### config.mk
export PLATFORM = sky130hd
export DESIGN_NAME = note_envelope_ctrl_flat
export DESIGN_NICKNAME = d
export VERILOG_FILES = /design/src/rtl/note_envelope_ctrl_if.sv /design/src/rtl/note_envelope_ctrl.sv /design/src/flat_wrapper.sv
export SDC_FILE = /design/constraint.sdc
export NUM_CORES = 1
export LEC_CHECK = 0
export BUFFER_PORTS_ARGS = -buffer_cell sky130_fd_sc_hd__buf_4
export CAP_MARGIN = 20
export CORE_UTILIZATION = 62
export DETAILED_ROUTE_END_ITERATION = 7
export GPL_TIMING_DRIVEN = 0
export PLACE_DENSITY_LB_ADDON = 0.1
export SYNTH_ARGS = -nofsm -noshare
export SYNTH_HDL_FRONTEND = slang
export SYNTH_SLANG_ARGS = --single-unit
### constraint.sdc
create_clock -name clk -period 6.9 [get_ports clk]
set_input_delay 1.035 -clock clk [delete_from_list [all_inputs] [get_ports clk]]
set_output_delay 1.035 -clock clk [all_outputs]
set_load 0.005 [all_outputs]
### src/rtl/note_envelope_ctrl_if.sv
// Note/envelope control bus: keypad and adder inputs,
// oscillator frequency, enveloped sample and status outputs.
interface note_envelope_ctrl_if;
  logic        sample_tick;
  logic [11:0] key_freq;
  logic [15:0] sig_in;
  logic [11:0] freq_out;
  logic [15:0] sig_out;
  logic [7:0]  env;
  logic [2:0]  state;
  logic        active;

  modport master (
    output sample_tick,
    output key_freq,
    output sig_in,
    input  freq_out,
    input  sig_out,
    input  env,
    input  state,
    input  active
  );

  modport slave (
    input  sample_tick,
    input  key_freq,
    input  sig_in,
    output freq_out,
    output sig_out,
    output env,
    output state,
    output active
  );
endinterface

### src/rtl/note_envelope_ctrl.sv
// Per-keypress note latch and ADSR envelope; scales the
// mixed signal by the envelope gain once per sample tick.
module note_envelope_ctrl #(
  parameter int unsigned ATTACK_STEP   = 16,
  parameter int unsigned DECAY_STEP    = 4,
  parameter int unsigned SUSTAIN_LEVEL = 192,
  parameter int unsigned RELEASE_STEP  = 2
) (
  input  logic                 clk,
  input  logic                 rst,
  note_envelope_ctrl_if.slave  bus
);

  typedef enum logic [2:0] {
    IDLE    = 3'd0,
    ATTACK  = 3'd1,
    DECAY   = 3'd2,
    SUSTAIN = 3'd3,
    RELEASE = 3'd4
  } state_e;

  state_e             state_q, state_d;
  logic [7:0]         env_q, env_d;
  logic [11:0]        freq_q, freq_d;
  logic [15:0]        sig_q, sig_d;

  logic               key_on;
  logic               new_key;
  logic               gated;
  logic [8:0]         att_sum;
  logic signed [9:0]  dec_dif;
  logic signed [9:0]  rel_dif;
  logic signed [24:0] prod;

  // State register; everything else only moves on a tick
  always_ff @(posedge clk) begin
    if (rst) begin
      state_q <= IDLE;
      env_q   <= '0;
      freq_q  <= '0;
      sig_q   <= '0;
    end else begin
      state_q <= state_d;
      env_q   <= env_d;
      freq_q  <= freq_d;
      sig_q   <= sig_d;
    end
  end

  // Next-state, envelope step and output scaling
  always_comb begin
    state_d = state_q;
    env_d   = env_q;
    freq_d  = freq_q;
    sig_d   = sig_q;
    key_on  = (bus.key_freq != '0);
    new_key = key_on && (bus.key_freq != freq_q);
    gated   = (state_q == ATTACK) ||
              (state_q == DECAY)  ||
              (state_q == SUSTAIN);
    att_sum = {1'b0, env_q} + 9'(ATTACK_STEP);
    dec_dif = $signed({2'b00, env_q}) -
              $signed(10'(DECAY_STEP));
    rel_dif = $signed({2'b00, env_q}) -
              $signed(10'(RELEASE_STEP));
    prod    = $signed(bus.sig_in) *
              $signed({1'b0, env_q});
    if (bus.sample_tick) begin
      sig_d = 16'(prod >>> 8);
      if (gated && !key_on) begin
        state_d = RELEASE;
      end else if (gated && new_key) begin
        freq_d  = bus.key_freq;
        state_d = ATTACK;
      end else begin
        unique case (state_q)
          IDLE: begin
            env_d = '0;
            if (key_on) begin
              freq_d  = bus.key_freq;
              state_d = ATTACK;
            end
          end
          ATTACK: begin
            if (att_sum >= 9'd255) begin
              env_d   = 8'hff;
              state_d = DECAY;
            end else begin
              env_d = att_sum[7:0];
            end
          end
          DECAY: begin
            if (dec_dif <= $signed(10'(SUSTAIN_LEVEL))) begin
              env_d   = 8'(SUSTAIN_LEVEL);
              state_d = SUSTAIN;
            end else begin
              env_d = dec_dif[7:0];
            end
          end
          SUSTAIN: begin
            env_d = env_q;
          end
          RELEASE: begin
            if (key_on) begin
              freq_d  = bus.key_freq;
              state_d = ATTACK;
            end else if (rel_dif <= 10'sd0) begin
              env_d   = '0;
              state_d = IDLE;
            end else begin
              env_d = rel_dif[7:0];
            end
          end
          default: begin
            env_d   = '0;
            state_d = IDLE;
          end
        endcase
      end
    end
  end

  assign bus.freq_out = freq_q;
  assign bus.sig_out  = sig_q;
  assign bus.env      = env_q;
  assign bus.state    = state_q;
  assign bus.active   = (state_q != IDLE);

endmodule

### src/flat_wrapper.sv
// flat-port wrapper written by rule: the top's interface ports become plain ports
module note_envelope_ctrl_flat 
#(
  parameter int unsigned ATTACK_STEP   = 16,
  parameter int unsigned DECAY_STEP    = 4,
  parameter int unsigned SUSTAIN_LEVEL = 192,
  parameter int unsigned RELEASE_STEP  = 2
)
  (clk, rst, bus_sample_tick, bus_key_freq, bus_sig_in, bus_freq_out, bus_sig_out, bus_env, bus_state, bus_active);
  note_envelope_ctrl_if bus_i ();
  input  logic clk;
  input  logic rst;
  input wire logic [$bits(bus_i.sample_tick)-1:0] bus_sample_tick;
  input wire logic [$bits(bus_i.key_freq)-1:0] bus_key_freq;
  input wire logic [$bits(bus_i.sig_in)-1:0] bus_sig_in;
  output wire logic [$bits(bus_i.freq_out)-1:0] bus_freq_out;
  output wire logic [$bits(bus_i.sig_out)-1:0] bus_sig_out;
  output wire logic [$bits(bus_i.env)-1:0] bus_env;
  output wire logic [$bits(bus_i.state)-1:0] bus_state;
  output wire logic [$bits(bus_i.active)-1:0] bus_active;
  assign bus_i.sample_tick = bus_sample_tick;
  assign bus_i.key_freq = bus_key_freq;
  assign bus_i.sig_in = bus_sig_in;
  assign bus_freq_out = bus_i.freq_out;
  assign bus_sig_out = bus_i.sig_out;
  assign bus_env = bus_i.env;
  assign bus_state = bus_i.state;
  assign bus_active = bus_i.active;
  note_envelope_ctrl #(.ATTACK_STEP(ATTACK_STEP), .DECAY_STEP(DECAY_STEP), .SUSTAIN_LEVEL(SUSTAIN_LEVEL), .RELEASE_STEP(RELEASE_STEP)) u_core (.clk(clk), .rst(rst), .bus(bus_i));
endmodule
-- After elaboration in Yosys (flattened, before gate mapping)
Index checks and enable logic that the tools add are counted.
- magnitude comparators: 3
- eq/ne operators: 11
- bitwise gates (word level): 3
- reductions and logical operators: 15
- add/sub/neg operators: 3
- multipliers: 1
- mux-type cells: 16
- operators with widths (kind ; count):
    $mux W12 ; 3
    $mux W8 ; 4
    $pmux W8 S4 ; 1
    $mul A16 B9 Y24 ; 1
    $mux W3 ; 7
    $pmux W3 S5 ; 1
    $ne A12 B12 Y1 ; 1
    $reduce_bool A12 Y1 ; 1
    $le A10 B1 Y1 const B ; 1
    $le A10 B9 Y1 const B ; 1
    $add A8 B5 Y9 const B ; 1
    $ge A9 B8 Y1 const B ; 1
    $sub A8 B2 Y9 const B ; 1
    $sub A8 B3 Y9 const B ; 1
    $ne A4 B4 Y1 const B ; 2
    $eq A3 B2 Y1 const B ; 2
    $reduce_and A6 Y1 ; 1
    $ne A5 B1 Y1 const B ; 1
    $reduce_and A5 Y1 ; 1
    $ne A4 B1 Y1 const B ; 1
    $reduce_and A4 Y1 ; 1
    $reduce_bool A2 Y1 ; 2
    $eq A3 B1 Y1 const B ; 1
    $eq A3 B3 Y1 const B ; 1
    9 further kinds ; 14
- output and inout bits: 40
- register bits after elaboration: 39
- input port bits: 31
- logic and storage cells: 56

-- Depth between registers and ports, before layout
- word-level depth: 7
- mapped depth: 20

-- Worst setup path after synthesis
OpenSTA, ideal clock, no wires.
- kind: reg2reg
- from: register u_core.env_q[5] (netlist: u_core.bus.env[5])
- to: register u_core.sig_q[12] (netlist: u_core.bus.sig_out[12])
- stages on the path, launching flop included: 19
- setup slack: 1.794 ns
- period minus slack after synthesis: 5.106 ns
- required time: 6.779 ns
- arrival: 4.985 ns
- cells stage by stage: dfxtp_1 > clkbuf_1 > clkbuf_1 > nand2_1 > fa_1 > inv_1 > fa_1 > fa_1 > inv_1 > fa_1 > inv_1 > ha_1 > clkbuf_1 > a21o_1 > a31o_2 > a221oi_1 > o221ai_1 > xnor2_1 > o21ai_1
- word-level cells in the longest chain between the ends: 1
- ends and longest elaborated chain (what ; RTL line ; source):
    from (decl) ; note_envelope_ctrl.sv:23 ; logic [7:0] env_q, env_d;
    from (signal assigned) ; note_envelope_ctrl.sv:44 ; env_q <= env_d;
    $mul A16 B9 Y24 ; note_envelope_ctrl.sv:66 ; prod = $signed(bus.sig_in) *
    to (signal assigned) ; note_envelope_ctrl.sv:46 ; sig_q <= sig_d;
    to (decl) ; note_envelope_ctrl.sv:25 ; logic [15:0] sig_q, sig_d;
Every way passes these cells.
A chain may end at the register's enable or synchronous reset.

-- Final worst setup path
Ends and elaborated chain as after synthesis.

==> flow_summary_export.csv <==
group,metric,value,unit
global_routing,antenna_found_initial,0,
timing,tightest_slew,664,ps
timing,rsz0062_at_grt,"false",
clock_network,path_clk_slew,90,ps
global_routing,grt_pass1_wl,29.6,mm
run,maxCapViolCount,0,
clock_network,numCtsBuffers,5,
logic_synthesis,synth_nets,1004,
critical_path,critical_path_class,"register to register",
floorplanning,die_h,107,um
floorplanning,row_count,38,
logic_synthesis,synth-xor-area-share,4.33,%
clock_network,cts_setup_buffers,0,
clock_network,postCtsHoldBufs,0,
cells_and_area,area_delta_synth_final,11.5,%
logic_synthesis,ys_seq_elements,39,
global_routing,grt_max_degree,14,
logic_synthesis,yosysSeqAreaShare,11.4,%
drt,ant_nets,0,
logic_synthesis,yosysMostFrequentCell,"inv_1",
worst_hold_path,hold_path_class,"register to register",
logic_synthesis,async_flop_share,0,%
place,dpl.hpwl,14.2,mm
logic_synthesis,synth_area,6880,um^2
global_routing,grtUsageTotal,32.9,%
timing,slew_violations,0,
pwr,leakagePower,3.92,nW
critical_path,cp-end-kind,"register",
logic_synthesis,muxShareOfSynthArea,2.64,%
place,numPortBuffers,70,
logic_synthesis,synth_top_family_by_area,"adder cells",
logic_synthesis,synth-simple-area-share,20.7,%
timing,fin_tns_setup,0,ps
logic_synthesis,synth_compound_gate_area_share,11.9,%
logic_synthesis,synth_cell_types,72,
pwr,powerDensity,68.4,nW/um^2
cells_and_area,drive_above_1_share,11.1,%
drt,via_per_inst,5.82,
critical_path,worst_ep_arrival_time,6310,ps
logic_synthesis,synth_top_area_share,28.8,%
drt,dr.pass1.iters,6,
pwr,vdd_drop_max,135,uV
logic_synthesis,syn_avg_cell_area,8.36,um^2
critical_path,worstPathRequired,7090,ps
clock_network,cts_tree,"done",
timing,slew_headroom,55.6,%
floorplanning,ios,71,
clock_network,clk_latency,310,ps
logic_synthesis,synth_fa_ha_area_share,38.4,%
drt,vias,6055,
timing,fin_worst_skew,12.9,ps
logic_synthesis,ys.flop_type,"dfxtp_1",
global_routing,grt_pass1_vias,6236,
logic_synthesis,synth_area_leaders,"fa_1, dfxtp_1, ha_1",
place,gp_congestion,0.909,
drt,routedWlPerCell,17.0,um
logic_synthesis,yosys_warnings,0,
clock_network,h-tree-depth,2,
drt,drt_iter0_drc,406,
drt,drc,0,
timing,setup_violations,0,
cells_and_area,fin_util,70.7,%
timing,fmax,163,MHz
logic_synthesis,yosysTopAreaCell,"fa_1",
timing,hold_violations,0,
floorplanning,die_x,107,um
timing,min_period,6120,ps
cells_and_area,nNetsFinal,1081,
logic_synthesis,postSynthCellCount,822,
floorplanning,initial_utilization,63.4,%
drt,wl,17.6,mm
clock_network,cts_resized,0,
critical_path,critPathMaxFanout,10,
logic_synthesis,synthTopCellsByCount,"inv_1, nand2_1, fa_1",
timing,fin_crit_sh,88.6,%
logic_synthesis,synth_edf_count,0,
floorplanning,core,10800,um^2
critical_path,cp-start-kind,"register",
clock_network,root_buffer,"clkbuf_8",
global_routing,overflow,0,
clock_network,clock_path_buffers,2,
floorplanning,dieArea,11500,um^2
status,status,"completed",
cells_and_area,diodes,0,
clock_network,clkSinkCount,39,
## cell usage in the layout (no fill, tap or decap), types with 17 or more instances in the layout
cell / n
nand2_1: 101
a21oi_1: 22
o21ai_0: 20
ha_1: 52
dfxtp_1: 39
and2_1: 61
nor2_1: 37
buf_4: 71
xnor2_1: 17
xor2_1: 17
clkbuf_1: 28
mux2i_1: 17
inv_1: 156
fa_1: 99
## stage by stage
step / worst slack (ps) / cells / hold slack, ps / power, mW / area [um^2]
2_1_floorplan: 1790 / 822 / 442 / 0.308 / 6880
3_3_place_gp: 954 / 1032 / 436 / 0.359 / 7580
3_5_place_dp: 842 / 1032 / 457 / 0.362 / 7580
4_1_cts: 807 / 1040 / 475 / 0.523 / 7660
5_1_grt: 482 / 1040 / 487 / 0.547 / 7660
6_report: 784 / 1040 / 470 / 0.524 / 7660
## cells by family after synthesis
group / Yosys count
DFF: 39
xor gates and xnor gates: 34
and+or+nand+nor: 276
buffers and inverters: 190
AOI/OAI and AO/OA: 113
muxes: 18
adders and majority gates: 152
## critical path: stages, from the launching register on
cell	delay (ps)
dfxtp_1	540
clkbuf_1	490
clkbuf_1	530
nand2_1	170
fa_1	570
inv_1	50
fa_1	470
fa_1	540
inv_1	60
fa_1	530
inv_1	40
ha_1	270
clkbuf_1	200
a21o_1	230
a31o_2	230
a221oi_1	560
o221ai_1	240
xnor2_1	170
o21ai_1	80
## state kept, by name (all words and copies together) (netlist names)
name / count
u_core.bus.sig_out: 16
u_core.bus.freq_out: 12
u_core.bus.state: 3
u_core.bus.env: 8
## routing by layer
layer  track usage [%]  share of wire, %
met1              41.1                41
met2              56.5                49
met3              6.17               6.7
met4              12.5               3.7
met5                 0                 0
## layout make-up
| class | count | area [um^2] |
|---|---|---|
| clock inverter | 3 | 20.0 |
| fill | 897 | 3180 |
| clock buffer | 5 | 68.8 |
| multi-input combinational | 593 | 5370 |
| buffer | 34 | 143 |
| timing repair buffer | 70 | 526 |
| tap | 140 | 175 |
| sequential | 39 | 781 |
| inverter | 156 | 586 |
## report_power, final
group | internal (mW) | leakage (nW) | total [mW] | switching [mW]
Sequential | 0.231 | 0.317 | 0.238 | 0.00648
Clock | 0.0705 | 0.0402 | 0.166 | 0.0950
Combinational | 0.0515 | 3.56 | 0.121 | 0.0697
## worst paths after layout
check | endpoint | slack (ps) | start | depth (start not counted)
worst min register to register | u_core.bus.sig_out[6] | 470 | u_core.bus.sig_out[6] | 2
worst max-delay path | u_core.bus.sig_out[12] | 780 | u_core.bus.env[5] | 18
worst max register to register | u_core.bus.sig_out[12] | 780 | u_core.bus.env[5] | 18
worst min-delay path | u_core.bus.sig_out[6] | 470 | u_core.bus.sig_out[6] | 2
Power figures use the tool's default switching activity.
